$ cat config.mk
export PLATFORM = sky130hd
export DESIGN_NAME = cla_pipe_adder
export DESIGN_NICKNAME = d
export VERILOG_FILES = /design/src/rtl/cla_pipe_adder.sv
export SDC_FILE = /design/constraint.sdc
export NUM_CORES = 1
export LEC_CHECK = 0
export ABC_AREA = 1
export ABC_CLOCK_PERIOD_IN_PS = 2480
export CAP_MARGIN = 15
export CORE_UTILIZATION = 50
export DETAILED_ROUTE_END_ITERATION = 8
export PLACE_DENSITY = 0.75
export SYNTH_ARGS = -nofsm -noshare
export SYNTH_HDL_FRONTEND = slang
export SYNTH_SLANG_ARGS = --single-unit
$ cat constraint.sdc
create_clock -name clk -period 2.48 [get_ports clk]
set_input_delay 0.62 -clock clk [delete_from_list [all_inputs] [get_ports clk]]
set_output_delay 0.62 -clock clk [all_outputs]
set_load 0.005 [all_outputs]
$ cat src/rtl/cla_pipe_adder.sv
// Pipelined carry-lookahead adder/subtractor built from 4-bit CLA groups, GPS groups per stage.
// Latency: STAGES = WIDTH/(4*GPS) cycles from the accepting edge to out_valid; one result per cycle.
// Backpressure: whole pipeline advances as a unit (adv = ~out_valid | out_ready); in_ready = adv.
module cla_pipe_adder #(
    parameter int WIDTH = 16,
    parameter int GPS   = 2
) (
    input  logic             clk,
    input  logic             rst_n,
    input  logic             in_valid,
    output logic             in_ready,
    input  logic [WIDTH-1:0] a,
    input  logic [WIDTH-1:0] b,
    input  logic             cin,
    input  logic             sub,
    output logic             out_valid,
    input  logic             out_ready,
    output logic [WIDTH-1:0] sum,
    output logic             cout,
    output logic             ovf,
    output logic             zero
);
    localparam int NG     = WIDTH / 4;
    localparam int STAGES = NG / GPS;

    typedef struct packed {
        logic [3:0] s;
        logic       c3;
        logic       c4;
    } grp_t;

    function automatic grp_t cla4(input logic [3:0] x, input logic [3:0] y, input logic c0);
        logic [3:0] p;
        logic [3:0] g;
        logic       c1;
        logic       c2;
        logic       c3;
        logic       c4;
        grp_t       r;
        p  = x ^ y;
        g  = x & y;
        c1 = g[0] | (p[0] & c0);
        c2 = g[1] | (p[1] & g[0]) | (p[1] & p[0] & c0);
        c3 = g[2] | (p[2] & g[1]) | (p[2] & p[1] & g[0]) | (p[2] & p[1] & p[0] & c0);
        c4 = g[3] | (p[3] & g[2]) | (p[3] & p[2] & g[1]) | (p[3] & p[2] & p[1] & g[0])
           | (p[3] & p[2] & p[1] & p[0] & c0);
        r.s  = p ^ {c3, c2, c1, c0};
        r.c3 = c3;
        r.c4 = c4;
        return r;
    endfunction

    logic              adv;
    logic [STAGES-1:0] vld_q, vld_d;
    logic [STAGES-1:0] cry_q, cry_d;
    logic [WIDTH-1:0]  a_q [STAGES];
    logic [WIDTH-1:0]  a_d [STAGES];
    logic [WIDTH-1:0]  b_q [STAGES];
    logic [WIDTH-1:0]  b_d [STAGES];
    logic [WIDTH-1:0]  s_q [STAGES];
    logic [WIDTH-1:0]  s_d [STAGES];

    logic              out_vld_q, out_vld_d;
    logic [WIDTH-1:0]  sum_q, sum_d;
    logic              cout_q, cout_d;
    logic              ovf_q, ovf_d;
    logic              zero_q, zero_d;

    grp_t              grp_r [STAGES][GPS];
    logic [GPS:0]      chain [STAGES];
    logic [WIDTH-1:0]  stg_s [STAGES];

    // Stage l reads its level register: operands for its own groups, the registered
    // carry from the stage below, and the sum groups already resolved below it.
    always_comb begin : stage_eval
        for (int l = 0; l < STAGES; l++) begin
            chain[l]    = '0;
            stg_s[l]    = s_q[l];
            chain[l][0] = cry_q[l];
            for (int k = 0; k < GPS; k++) begin
                grp_r[l][k] = cla4(a_q[l][4*(l*GPS+k) +: 4], b_q[l][4*(l*GPS+k) +: 4], chain[l][k]);
                stg_s[l][4*(l*GPS+k) +: 4] = grp_r[l][k].s;
                chain[l][k+1] = grp_r[l][k].c4;
            end
        end
    end

    always_comb begin : next_state
        adv       = ~out_vld_q | out_ready;
        vld_d     = vld_q;
        cry_d     = cry_q;
        for (int l = 0; l < STAGES; l++) begin
            a_d[l] = a_q[l];
            b_d[l] = b_q[l];
            s_d[l] = s_q[l];
        end
        out_vld_d = out_vld_q;
        sum_d     = sum_q;
        cout_d    = cout_q;
        ovf_d     = ovf_q;
        zero_d    = zero_q;

        if (adv) begin
            // Subtraction is a + ~b + 1: b is conditioned once at capture, cin forced high.
            vld_d[0] = in_valid;
            cry_d[0] = sub | cin;
            a_d[0]   = a;
            b_d[0]   = sub ? ~b : b;
            s_d[0]   = '0;
            for (int l = 1; l < STAGES; l++) begin
                vld_d[l] = vld_q[l-1];
                cry_d[l] = chain[l-1][GPS];
                a_d[l]   = a_q[l-1];
                b_d[l]   = b_q[l-1];
                s_d[l]   = stg_s[l-1];
            end
            out_vld_d = vld_q[STAGES-1];
            sum_d     = stg_s[STAGES-1];
            cout_d    = chain[STAGES-1][GPS];
            ovf_d     = grp_r[STAGES-1][GPS-1].c3 ^ chain[STAGES-1][GPS];
            zero_d    = (stg_s[STAGES-1] == '0);
        end
    end

    always_ff @(posedge clk or negedge rst_n) begin
        if (!rst_n) begin
            vld_q <= '0;
            cry_q <= '0;
            for (int l = 0; l < STAGES; l++) begin
                a_q[l] <= '0;
                b_q[l] <= '0;
                s_q[l] <= '0;
            end
            out_vld_q <= 1'b0;
            sum_q     <= '0;
            cout_q    <= 1'b0;
            ovf_q     <= 1'b0;
            zero_q    <= 1'b0;
        end else begin
            vld_q <= vld_d;
            cry_q <= cry_d;
            for (int l = 0; l < STAGES; l++) begin
                a_q[l] <= a_d[l];
                b_q[l] <= b_d[l];
                s_q[l] <= s_d[l];
            end
            out_vld_q <= out_vld_d;
            sum_q     <= sum_d;
            cout_q    <= cout_d;
            ovf_q     <= ovf_d;
            zero_q    <= zero_d;
        end
    end

    assign in_ready  = adv;
    assign out_valid = out_vld_q;
    assign sum       = sum_q;
    assign cout      = cout_q;
    assign ovf       = ovf_q;
    assign zero      = zero_q;

endmodule

======== Word-level counts from Yosys, hierarchy flattened ========
Index checks and enable logic that the tools add are counted.
storage, ports and cells
  bits in latches ......................... 0
  memories ................................ 0
  output and inout bits ................... 21
  bits in registers ....................... 96
  memory bits (read-only) ................. 0
  RAM bits ................................ 0
  word-level logic and storage cells ...... 135
  input port bits ......................... 38
operators by class
  multiply operators ...................... 0
  reduce and logical (&&, ||, !) cells .... 1
  eq/ne operators ......................... 0
  bitwise operators ....................... 121
  div/mod/pow operators ................... 0
  $add $sub $neg .......................... 0
  muxes and demuxes ....................... 1
  shift operators ......................... 0
  order comparisons ....................... 0
operator list
  cell               number
  $and A1 B1 Y1      64
  $or A1 B1 Y1       42
  $xor A4 B4 Y4      8
  $and A4 B4 Y4      4
  $logic_not A16 Y1  1
  $mux W16           1
  $not A16 Y16       1
  $not A1 Y1         1
  $xor A1 B1 Y1      1

======== Longest topological paths before layout ========
Gate-level depths: netlist of run 1.
  depth in word-level cells ............... 10
  mapped depth ............................ 13
  depth with buffers taken out ............ 13

======== Worst setup path before layout of run 1 ========
OpenSTA, ideal clock, no wires.
  path kind ............................... reg-to-reg
  start point ............................. reg a_q[9] (netlist bit)
  end point ............................... reg zero_q, in the netlist zero
  arrival time ............................ 1,937 ps
  path slack .............................. 478 ps
  buffers on the path ..................... 0
  stages on the path, launching flop included .. 14
  cell sequence ........................... dfrtp_1 ha_1 inv_1 nand2_1 nand3_1 nand2_2 fa_1 nor3_1 nand2_1 nor2_1 nand3_1 nor2_1 nand3_1 nand2_1
RTL lines
  item                               RTL line  source
  from (decl)                        56        logic [WIDTH-1:0] a_q [STAGES];
  from (signal, indexed assignment)  143       a_q[l] <= a_d[l];
  to (signal assigned)               151       zero_q <= zero_d;
  to (decl)                          67        logic zero_q, zero_d;

======== Final worst setup path of run 1 ========
  start point ............................. in out_ready
  end point ............................... out in_ready
between the ends
  word-level cells in the longest chain between the ends .. 1
ends and longest elaborated chain
  item          RTL line  source
  from (decl)   17        input logic out_ready,
  $or A1 B1 Y1  89        adv = ~out_vld_q | out_ready;
  to (decl)     11        output logic in_ready,
Every way passes these cells.

==> summary.txt, run 1 <==
Status: finished clean
Vias in the first global route: 3024
EDFF count, synth: 0
PwrDens: 1140 nW/µm²
Remaining antenna violation count: 0
Rows: 31
Reg2Reg Depth: 13
Antenna diodes: 0
Wire per inst: 13.1 µm
Crit-path max cell delay: 510 ps
Height of the die: 89.9 µm
Crit Path Category: in -> out
DP Area: 4520 µm²
Htree depth: 3
Layout area overhead: 22.9%
Yosys top cell area share: 0.519
Slowest cell on crit path: clkdlybuf4s50_1
Die width: 89.9 µm
Setup Total Neg Slack: 0 ps
Placer congestion estimate: 0.890
Ratio of cells with drive above 1 in the final layout: 0.0635
Critical path fanouts, max: 2
FFs w/ async S/R, synth: 1.00
Port buffer count: 58
DR vias: 2948
Tot Pwr: 5.39 mW
Achievable frequency: 0.422 GHz
Most frequent cells in the layout: nand2_1, dfrtp_1, clkdlybuf4s50_1, o21ai_0, inv_1
Post-synthesis sequential area ratio: 0.519
Initial Util: 0.524
Setup repair bufs after CTS: 0
Via/cell ratio: 4.89
Final hold violation count: 0
Drt total wl: 7.91 mm
Global-route wire length before repair: 13.7 mm
Nets@finish: 557
Final setup margin: 109 ps
Final Non-Filler Cells: 603
Grt ovf: 0
CTS clock-pin slew for the worst setup and hold paths: 80 ps
Initial antenna violation count: 0
Num Clock Sinks: 80
CP startpoint kind: input port
Worst path buffer plus inverter count: 3
Core footprint: 7370 µm²
Rel. slew slack: 0.599
Total global-route track usage: 0.213
Hold Path Class: in -> async
Lkg Pwr: 2.31 nW
Final-report max-slew violation count: 0
HPWL Detailed: 5.42 mm
Syn Area/Cell: 8.73 µm²
WP depth: 4
Synth area leaders: dfrtp_1, nand2_1, o21ai_0
Critical Path Start: out_ready
Inst Count DP: 587
WP data arrival: 1750 ps
RSZ-0062 raised after global routing: no
IR Drop Worst-Case VDD: 0.435 mV
CTS Buf Count: 9
Final Critical Period: 2370 ps
CTS tree: built
Synth Warn #: 0
DRT Pass-1 Iters: 4
Setup violators final: 0
Commonest non-fill, non-tap cell in the layout: nand2_1
Reg2reg start: a_q[9]
Worst-Margin Slew: 602 ps
Hold_buf cts: 0
Clock Skews: 8.16 ps
Clk root buf: clkbuf_8
Max-cap violations: 0
Syn_nets: 500
Synth Cell Area: 3860 µm²
CP most frequent cell: clkdlybuf4s50_1
Tcrit/Tclk final: 0.956
Crit. End Element: output port
Clock Latency Late Sink: 360 ps
Top_reg_cell synth: dfrtp_1
Seq cells post-synth: 80
WHS: 235 ps
IO Count: 59
Drt drc: 0
Fin util: 0.644
Post-cts sizing count: 0
Die ar.: 8070 µm²
Pin count of the biggest net entering global routing: 60
DR iter-0 viols: 187
Design area: 4740 µm²
Critical-path cell list: clkdlybuf4s50_1 > nor2_4 > inv_2 > clkdlybuf4s50_1
Leading area contributor after synthesis: dfrtp_1
Deepest clock path buffer count: 2
CP required: 1860 ps
CP top delay family: buffers and inverters
Synth cell types: 30
Post-Syn Instances: 442
Place WS: 105 ps
## cell type report
cell class	count	area, µm²
tap	99	124
inverter	43	161
clock buffer	11	141
timing repair buffer	64	636
fill	630	2630
clock inverter	5	78.8
multi-input combinational	301	1600
sequential	80	2000
## logic make-up (layout without fill, tap and decap cells)
| logic type | after synthesis | in the layout | synth area share |
|---|---|---|---|
| AND/OR/NAND/NOR | 190 | 190 | 0.200 |
| buffers and inverters | 61 | 123 | 0.0665 |
| adder cells (fa/ha/maj) | 20 | 20 | 0.0726 |
| flip-flops | 80 | 80 | 0.519 |
| XOR/XNOR | 20 | 20 | 0.0454 |
| AO/OA/AOI/OAI | 71 | 71 | 0.0966 |
## Yosys cell counts, types with 2 or more instances
| cell | number |
|---|---|
| nand2_1 | 151 |
| dfrtp_1 | 80 |
| o21ai_0 | 43 |
| inv_1 | 42 |
| xnor2_1 | 18 |
| ha_1 | 16 |
| nand3_1 | 13 |
| nor2_1 | 13 |
| o21ai_1 | 12 |
| a21oi_1 | 7 |
| buf_2 | 7 |
| clkbuf_1 | 7 |
| nand2_2 | 5 |
| fa_1 | 4 |
| a31oi_1 | 3 |
| buf_4 | 3 |
| nand3b_1 | 2 |
| o21bai_1 | 2 |
| o22ai_1 | 2 |
| xor2_1 | 2 |
## where the power goes
group          internal (mW)  switching [mW]
clock                  0.595           0.473
combinational          0.999            1.25
sequential              1.79           0.282
## worst register-to-register path, stage by stage, from the launching register on
cell	delay, ps
dfrtp_1	400
ha_1	340
inv_1	90
nand2_1	80
nand3_1	110
nand2_2	80
fa_1	400
xnor2_1	270
nand2_1	110
nor2_1	120
nand3_1	70
nor2_1	100
nand3_1	80
nand2_1	60
## flip-flops by register name (all words and copies together) (netlist names)
signal,cells
cry_q,2
s_q,8
a_q,24
cout,1
ovf,1
vld_q,2
b_q,24
zero,1
sum,16
out_valid,1
## worst paths after layout
| check | slack (ps) | endpoint |
|---|---|---|
| setup / recovery | 110 | in_ready |
| hold / removal | 230 | a_q[29] |
| setup reg to reg | 130 | zero |
| hold reg to reg | 460 | out_valid |
| max in group asynchronous | 1630 | s_q[7] |
| min in group clk | 460 | out_valid |
## metal layers
metal  track usage  up-vias  wire [µm]  share of wire
met5             0        -          0              0
met4         0.112        0        183          0.023
met3        0.0279       17        230          0.029
met2         0.349       64       3720           0.47
met1         0.279     1363       3780           0.48
li1              -     1504          -              -
Note: power is estimated with default switching activity, not from simulation.
==> inputs of run 2 (changes only) <==
--- a/config.mk
+++ b/config.mk
@@ -8,9 +8,9 @@
 export ABC_AREA = 1
 export ABC_CLOCK_PERIOD_IN_PS = 2480
 export CAP_MARGIN = 15
-export CORE_UTILIZATION = 50
+export CORE_UTILIZATION = 54
 export DETAILED_ROUTE_END_ITERATION = 8
-export PLACE_DENSITY = 0.75
+export PLACE_DENSITY = 0.8
 export SYNTH_ARGS = -nofsm -noshare
 export SYNTH_HDL_FRONTEND = slang
 export SYNTH_SLANG_ARGS = --single-unit
==> run 2 against run 1 <==
Sequential share of layout area shrank 0.38 points. Setup slack better by 36 ps. First-iteration DRC count down 32%. Flip-flop and latch count stayed put. Core utilization up 5.7 points. Maximum frequency grew 1.5%. Sequential power barely moved. Power up 3.6%. Clock power rose by 19%. Clock skew about the same. Largest cell class unchanged.
==> summary.txt, run 2 (synthesis gave the netlist of run 1 again) <==
NetSw: 2.00 mW
Die ar.: 7490 µm²
Rel. slew slack: 0.606
Worst-Margin Slew: 591 ps
Reg2reg setup slack: 280 ps
RSZ-0062 raised after global routing: no
Status: finished clean
Critical path fanouts, max: 2
Hold Path Class: in -> async
Port buffer count: 58
Drt total wl: 7.54 mm
DR iter-0 viols: 127
Post-cts sizing count: 0
Switching portion of total power: 0.358
Num Clock Sinks: 80
Setup violators final: 0
CTS clock-pin slew for the worst setup and hold paths: 70 ps
CTS Buf Count: 9
Clk root buf: clkbuf_8
Hold_buf cts: 0
Wire per inst: 12.6 µm
Crit. End Element: output port
Max-cap violations: 0
WP data arrival: 1720 ps
Crit Path Category: in -> out
Place WS: 137 ps
Fin util: 0.701
Drt drc: 0
DRT Pass-1 Iters: 4
IR Drop Worst-Case VDD: 0.477 mV
Seq pwr share: 0.369
CP required: 1860 ps
Ratio of cells with drive above 1 in the final layout: 0.0598
Deepest clock path buffer count: 2
Reg2Reg Depth: 13
Tcrit/Tclk final: 0.942
Achievable frequency: 0.428 GHz
Remaining antenna violation count: 0
Area of the multi-input gates: 1600 µm²
Global-route wire length before repair: 13.0 mm
Clock Skews: 7.75 ps
IO Count: 59
CTS tree: built
FF+latch area: 2000 µm²
Final hold violation count: 0
DR vias: 3003
Filler cell count: 530
Worst reg2reg endpoint: zero
Clock Latency Late Sink: 350 ps
Nets@finish: 555
HPWL Detailed: 5.18 mm
Lkg Pwr: 2.32 nW
CP startpoint kind: input port
Final Critical Period: 2340 ps
Commonest non-fill, non-tap cell in the layout: nand2_1
Total global-route track usage: 0.224
Final-report max-slew violation count: 0
Setup repair bufs after CTS: 0
Htree depth: 3
Die width: 86.5 µm
Int Pwr: 3.59 mW
Pin count of the biggest net entering global routing: 100
Layout area overhead: 24.0%
PwrDens: 1170 nW/µm²
Antenna diodes: 0
Clk network pwr share: 0.227
Logic gate share of total power: 0.404
Reg2reg start: a_q[9]
Via/cell ratio: 5.02
Most frequent cells in the layout: nand2_1, dfrtp_1, clkdlybuf4s50_1, o21ai_0, inv_1
Core footprint: 6830 µm²
Initial antenna violation count: 0
Rows: 30
Vias in the first global route: 2996
Height of the die: 86.5 µm
Placer congestion estimate: 0.850
Final setup margin: 145 ps
Grt ovf: 0
Initial Util: 0.565
Setup Total Neg Slack: 0 ps
[run 2: how the worst max path moves through the flow]
stage,from,endpoint,slack (ps)
6_report,out_ready,in_ready,140
2_1_floorplan,a_q[9],zero,480
3_5_place_dp,out_ready,in_ready,140
3_3_place_gp,out_ready,in_ready,140
4_1_cts,out_ready,in_ready,140
5_1_grt,a_q[9],zero,60
[run 2: layout make-up]
class	count	area share
clock buffer	11	0.0295
clock inverter	5	0.0267
inverter	43	0.0337
multi-input combinational	301	0.334
sequential	80	0.418
tap	96	0.0251
timing repair buffer	62	0.132
[run 2: power groups by stage]
stage | logic (mW) | clock network (mW) | registers, mW
5_1_grt | 2.58 | 1.33 | 2.12
4_1_cts | 2.27 | 1.27 | 2.06
3_5_place_dp | 2.24 | 0 | 2.08
3_3_place_gp | 2.13 | 0 | 2.07
6_report | 2.26 | 1.27 | 2.06
2_1_floorplan | 1.47 | 0 | 2.04
[run 2: critical path, cell delays in order]
cell,delay [ps]
clkdlybuf4s50_1,500
nor2_4,60
inv_2,50
clkdlybuf4s50_1,480
[run 2: metrics by stage]
stage                     hold slack (ps)  instances  area, µm²  total power [mW]
after detailed placement              443        582       4520              4.32
after floorplan                       324        442       3860              3.50
final                                 246        598       4790              5.58
after global routing                  290        598       4790              6.03
after CTS                             268        598       4790              5.60
after global placement                439        582       4520              4.20
[run 2: layer usage]
layer  vias up  share of wire  global-route usage
met4         0          0.022               0.109
li1       1501              -                   -
met3        18          0.039              0.0314
met1      1410           0.47               0.298
met5         -              0                   0
met2        74           0.47               0.365
